### src/rtl/imem_loader.sv
// Boot loader: frames a byte stream (count, payload, XOR checksum) into big-endian
// 32-bit words for the instruction memory and holds the core in reset until verified.
module imem_loader #(
  parameter int ADDR_WIDTH = 8
) (
  input  logic                  i_clock,
  input  logic                  i_reset,
  input  logic [7:0]            i_rx_data,
  input  logic                  i_rx_valid,
  output logic                  o_rx_ready,
  output logic                  o_imem_we,
  output logic [ADDR_WIDTH-1:0] o_imem_addr,
  output logic [31:0]           o_imem_wdata,
  output logic                  o_cpu_reset,
  output logic                  o_done,
  output logic                  o_error,
  output logic [15:0]           o_words_loaded
);

  typedef enum logic [2:0] {
    S_HDR_HI, S_HDR_LO, S_DATA, S_CHECK, S_DONE, S_ERROR
  } state_t;

  localparam logic [16:0] MAX_N = 17'(1) << ADDR_WIDTH;

  state_t                r_state;
  logic [15:0]           r_n;
  logic [23:0]           r_shift;
  logic [1:0]            r_bcnt;
  logic [7:0]            r_acc;
  logic                  r_we;
  logic [ADDR_WIDTH-1:0] r_addr;
  logic [31:0]           r_wdata;
  logic [15:0]           r_words;
  logic                  r_ready;
  logic                  r_cpu_reset;
  logic                  r_done;
  logic                  r_error;

  logic        w_take;
  logic [15:0] w_n_full;

  assign w_take   = i_rx_valid && r_ready;
  assign w_n_full = {r_n[15:8], i_rx_data};

  always_ff @(posedge i_clock) begin
    if (i_reset) begin
      r_state     <= S_HDR_HI;
      r_n         <= '0;
      r_shift     <= '0;
      r_bcnt      <= '0;
      r_acc       <= '0;
      r_we        <= 1'b0;
      r_addr      <= '0;
      r_wdata     <= '0;
      r_words     <= '0;
      r_ready     <= 1'b1;
      r_cpu_reset <= 1'b1;
      r_done      <= 1'b0;
      r_error     <= 1'b0;
    end else begin
      r_we <= 1'b0;
      case (r_state)
        S_HDR_HI: if (w_take) begin
          r_n[15:8] <= i_rx_data;
          r_state   <= S_HDR_LO;
        end
        S_HDR_LO: if (w_take) begin
          r_n[7:0] <= i_rx_data;
          if ({1'b0, w_n_full} > MAX_N) begin
            r_state <= S_ERROR;
            r_ready <= 1'b0;
            r_error <= 1'b1;
          end else if (w_n_full == 16'd0) begin
            r_state <= S_CHECK;
          end else begin
            r_state <= S_DATA;
          end
        end
        S_DATA: if (w_take) begin
          r_acc   <= r_acc ^ i_rx_data;
          r_bcnt  <= r_bcnt + 2'd1;
          r_shift <= {r_shift[15:0], i_rx_data};
          // Fourth byte completes the word; earlier bytes already sit MSB-first in r_shift.
          if (r_bcnt == 2'd3) begin
            r_we    <= 1'b1;
            r_addr  <= r_words[ADDR_WIDTH-1:0];
            r_wdata <= {r_shift, i_rx_data};
            r_words <= r_words + 16'd1;
            if (r_words + 16'd1 == r_n) r_state <= S_CHECK;
          end
        end
        S_CHECK: if (w_take) begin
          r_ready <= 1'b0;
          if (i_rx_data == r_acc) begin
            r_state     <= S_DONE;
            r_done      <= 1'b1;
            r_cpu_reset <= 1'b0;
          end else begin
            r_state <= S_ERROR;
            r_error <= 1'b1;
          end
        end
        default: ;
      endcase
    end
  end

  assign o_rx_ready     = r_ready;
  assign o_imem_we      = r_we;
  assign o_imem_addr    = r_addr;
  assign o_imem_wdata   = r_wdata;
  assign o_cpu_reset    = r_cpu_reset;
  assign o_done         = r_done;
  assign o_error        = r_error;
  assign o_words_loaded = r_words;

endmodule

### config.mk
export PLATFORM = sky130hd
export DESIGN_NAME = imem_loader
export DESIGN_NICKNAME = d
export VERILOG_FILES = /design/src/rtl/imem_loader.sv
export SDC_FILE = /design/constraint.sdc
export NUM_CORES = 1
export LEC_CHECK = 0
export ABC_CLOCK_PERIOD_IN_PS = 3000
export CAP_MARGIN = 10
export CORE_ASPECT_RATIO = 1.2
export CORE_UTILIZATION = 39
export DETAILED_ROUTE_END_ITERATION = 6
export DONT_BUFFER_PORTS = 1
export PLACE_DENSITY_LB_ADDON = 0.25
export SYNTH_ARGS = -nofsm -noshare
export SYNTH_HDL_FRONTEND = slang
export SYNTH_SLANG_ARGS = --single-unit
### constraint.sdc
create_clock -name i_clock -period 3 [get_ports i_clock]
set_input_delay 0.6 -clock i_clock [delete_from_list [all_inputs] [get_ports i_clock]]
set_output_delay 0.6 -clock i_clock [all_outputs]
set_load 0.1 [all_outputs]
* Word-level counts from Yosys, hierarchy flattened
Index checks and enable logic that the tools add are counted.
** Storage, ports and cells
- Register bits after elaboration :: 114
- Logic and storage cells :: 68
** Operators by class
- Add/sub/neg operators :: 2
- Bitwise gates (word level) :: 3
- Reductions and logical operators :: 14
- Magnitude comparators :: 1
- Muxes and demuxes :: 20
- Equality and inequality tests :: 14
** Operator list (count)
- 2-to-1 mux 3 bit :: 7
- adder 16 x 1 -> 16 bit, second input constant :: 1
- equality test 16 bit :: 1
- greater-than comparator 16 x 9 -> 1 bit, second input constant :: 1
- logical NOT 16 bit :: 1
- inequality test 2 bit, second input constant :: 8
- case mux 3 bit (4 select lines) :: 1
- 2-to-1 mux 1 bit :: 10
- equality test 8 bit :: 1
- XOR 8 bit :: 1
- AND reduction 7 bit :: 1
- equality test 3 x 2 -> 1 bit, second input constant :: 2
- AND reduction 2 bit :: 3
- AND reduction 3 bit :: 2
- AND reduction 5 bit :: 1
- case mux 1 bit (2 select lines) :: 2
- AND reduction 4 bit :: 1
- nonzero test 4 bit :: 1
- equality test 3 x 1 -> 1 bit, second input constant :: 1
- logical NOT 3 bit :: 1
- OR reduction 3 bit :: 1
- adder 2 x 1 -> 2 bit, second input constant :: 1
- equality test 2 bit, second input constant :: 1
- NOT 1 bit :: 2
- 2 further kinds :: 2

* Depth between registers and ports, before layout
- Depth after elaboration :: 6
- Depth in mapped cells :: 8
- Gate-level depth less buffers :: 7

* Worst setup path after synthesis
Ideal clock, no wire load.
- Kind :: reg2reg
- From :: reg r_words[0], in the netlist o_words_loaded[0]
- To :: reg r_state[0]
- Data required time :: 2904 ps
- Cell stages (with the launch flop) :: 9
- Period minus slack after synthesis :: 2943 ps
- Arrival :: 2847 ps
- Path slack :: 57 ps
- Cell sequence :: dfxtp_1 > ha_1 > clkbuf_1 > xor2_1 > xnor2_1 > o21ai_0 > a2111oi_0 > a31oi_1 > o41ai_2
** On the way
- Longest elaborated chain between the ends :: 4
** RTL lines
- from (decl) :: RTL line 34 : logic [15:0] r_words;
- from (signal assigned) :: RTL line 89 : r_words <= r_words + 16'd1;
- adder 16 x 1 -> 16 bit :: RTL line 90 : if (r_words + 16'd1 == r_n) r_state <= S_CHECK;
- equality test 16 bit :: RTL line 90
- inequality test 2 bit (no line)
- AND reduction 7 bit (no line)
- to (signal assigned) :: RTL line 90
- to (signal assigned) :: RTL line 96 : r_state <= S_DONE;
- to (signal assigned) :: RTL line 100 : r_state <= S_ERROR;
- to (decl) :: RTL line 26 : state_t r_state;
Every way passes these cells.
A chain may end at the register's enable or synchronous reset.

* Worst setup path in the final report
Same ends and word-level chain as after synthesis.

==> flow_summary.toml <==
[outcome]
outcome = "complete, no violations"

[setup_path]
worst-r2r-cell-count = 7
path_buf_inv = 0
worstSetupEndpoint = "r_state[0]"
required_ns = 3.31
critical-path-top-delay-family = "compound AO/OA/AOI/OAI gates"
rr_endpoint = "r_state[0]"
endpoint_kind = "flop"
crit_type = "reg2reg"
crit_start = "o_words_loaded[0]"
crit_path_start_kind = "flop"
max_stage_delay_ns = 0.39
critPathSlowestCell = "ha_1"
crit_cells = 7
cp_cell_sequence = "ha_1 -> and3_1 -> a211o_1 -> a21o_2 -> a2111oi_2 -> a31oi_1 -> o41ai_2"
critical_path_arrival_ns = 2.78
cp_max_fo = 12
reg2reg_from = "o_words_loaded[0]"
worst-r2r-setup-slack_ns = 0.53

[final_layout]
areaGrowthSynthToFinish_pct = 17.6
final_common_cell = "nand2_1"
nFillCells = 1173
final_cells = 756
drive_gt1_frac = 0.111
final_cell_mix = "nand2_1 (152), dfxtp_1 (114), a21oi_1 (78)"
num_antenna_cells = 0
fin_nets = 595

[clocking]
clockBufferDepth = 2
cts_tree = "done"
clk_pin_slew_worst_paths_ns = 0.06
ctsResizeCount = 0
cts_root_buffer = "clkbuf_16"
cts.sinks = 114
cts_setup_buffers = 0
cts_max_level = 4
cts_buffers = 17
cts_hold_buf = 0
clkLatencyLatePin_ns = 0.42

[timing]
clock.fmax_ghz = 0.405
fin_crit_ns = 2.47
final-max-slew-violation-count = 0
finalHoldViolations = 0
rsz0062_at_grt = "false"
worstMarginPinSlew_ns = 1.00
finalSetupViolations = 0
timing.final.crit_share = 0.823
skew_ns = 0.0152
max-slew-margin-rel = 0.332
final.setup.tns_ns = 0

[placed_design]
portBuffers = 0
dp.cells = 724
post-dp-hpwl_um = 7550
place.gp.congestion = 0.888

[floorplan]
die_y_um = 124
die_w_um = 103
initial_core_util = 0.399
die-area_um2 = 12800
io_pins = 72
fp.coreArea_um2 = 12100
num_rows = 44

[power]
p_int_w = 0.00307
power_frac_seq = 0.401
p_leak_nw = 2.01
power.density_nw_per_um2 = 707
ir_worst_vdd_mv = 0.291
comb_power_share = 0.054
swShare = 0.232
power_switching_w = 0.000927
clkPwrFrac = 0.546

[logic_synthesis]
synth_cells = 579
yosys_register_bits = 114
postSynthAreaPerCell_um2 = 8.30
synth_warnings = 0
syn_nets = 592
synth_flop_cell = "dfxtp_1"
ys_types = 55
synth_edf_count = 0
syn_area_um2 = 4810
synthArstFlopShare = 0
ys_seq_area_frac = 0.475

[detailed_routing]
met2_wirelength_um = 5640
dr.first_iter.drc_count = 232
vias_per_cell = 5.12
met3_length_um = 465
postRouteAntennaNets = 0
wl_met1_um = 5150
vias = 3869
drt_wl_total_um = 11500
drc = 0
wl_per_cell_um = 15.3
highest_layer = "met4"
drt-pass1-iter-count = 4

[global_routing]
grt_pass1_wl_um = 18200
grt_max_degree = 118
overflow = 0
first_global_vias = 3583
grt_usage = 0.191
antenna_found_initial = 0

[worst_hold_path]
hold_class = "in2reg"

[flow_run]
cap_violations = 0
flip-flops by register name, indices dropped and copies added, names as in the netlist:
register and flops:
r_bcnt 2, o_imem_wdata 32, o_words_loaded 16, r_acc 8, o_rx_ready 1, r_state 3
r_n 16, o_cpu_reset 1, o_done 1, o_imem_addr 8, o_imem_we 1, r_shift 24
o_error 1
per-stage QoR:
stage / total power, W / utilization / cell area (µm²) / setup WS, ns / hold slack (ns)
after CTS: 0.00403 / 0.469 / 5650 / 0.528 / 0.238
final: 0.00400 / 0.469 / 5650 / 0.531 / 0.251
after global placement: 0.00184 / 0.416 / 5010 / 0.672 / 0.440
after detailed placement: 0.00185 / 0.416 / 5010 / 0.552 / 0.446
after global routing: 0.00413 / 0.469 / 5650 / 0.326 / 0.237
after floorplan: 0.00182 / - / 4810 / 0.0572 / 0.432
cells in the mapped netlist, types with 2 or more instances:
cell type / number / area (µm²)
inv_1: 4 / 15.0
nand2_1: 152 / 571
nand3b_1: 4 / 30.0
dfxtp_1: 114 / 2280
nor4_1: 3 / 18.8
o211ai_1: 3 / 22.5
xnor2_1: 29 / 254
or4_1: 2 / 15.0
ha_1: 2 / 25.0
nand4_1: 7 / 43.8
nor2_1: 43 / 161
nand2b_1: 3 / 18.8
xor2_1: 23 / 201
buf_2: 4 / 20.0
mux2i_1: 9 / 90.1
a21oi_1: 78 / 390
and3_1: 5 / 31.3
clkbuf_1: 30 / 113
nand4_4: 2 / 42.5
o21ai_0: 12 / 60.1
nand3_1: 9 / 45.0
nor2b_1: 3 / 18.8
nor3_1: 6 / 30.0
per-layer routing:
layer	global-route usage	vias to the layer above
met5	0	-
met4	0.102	0
met3	0.0511	23
met2	0.298	82
met1	0.239	1819
li1	-	1945
final cells by class:
type	instances	area, µm²	share of cell area
timing repair buffer	20	150	0.0266
sequential	114	2280	0.404
tap	161	201	0.0356
multi-input combinational	425	2360	0.418
clock buffer	18	439	0.0777
inverter	4	15.0	0.00266
clock inverter	14	200	0.0354
power groups by stage:
stage	Clock [W]	Sequential [W]	Combinational, W
2_1_floorplan	0	0.00163	0.000188
3_3_place_gp	0	0.00163	0.000209
3_5_place_dp	0	0.00163	0.000214
4_1_cts	0.00222	0.00160	0.000216
5_1_grt	0.00228	0.00161	0.000237
6_report	0.00218	0.00160	0.000214
cell families (layout without fill, tap and decap cells):
family                     after synthesis  after routing  synth area share
AOI/OAI and AO/OA                      106            106             0.122
xor gates and xnor gates                53             53            0.0997
adders and majority gates                2              2           0.00520
buffers and inverters                   40             56            0.0346
DFF                                    114            114             0.475
muxes                                    9              9            0.0187
and+or+nand+nor                        255            255             0.245
how the worst min path moves through the flow:
stage / start / end / slack, ns / cells past startpoint
detailed placement: r_shift[22] / o_imem_wdata[30] / 0.45 / 2
CTS: i_reset / o_imem_wdata[24] / 0.24 / 1
global route: i_reset / o_imem_wdata[17] / 0.24 / 1
global placement: r_bcnt[1] / r_bcnt[1] / 0.44 / 2
floorplan: r_shift[16] / o_imem_wdata[24] / 0.43 / 2
finish: i_reset / o_imem_wdata[27] / 0.25 / 1
worst register-to-register path: stages, from the launching register on:
cell	delay [ns]
dfxtp_1	0.38
ha_1	0.39
and3_1	0.27
a211o_1	0.27
a21o_2	0.20
a2111oi_2	0.35
a31oi_1	0.17
o41ai_2	0.34
(Power assumes the default switching activity.)
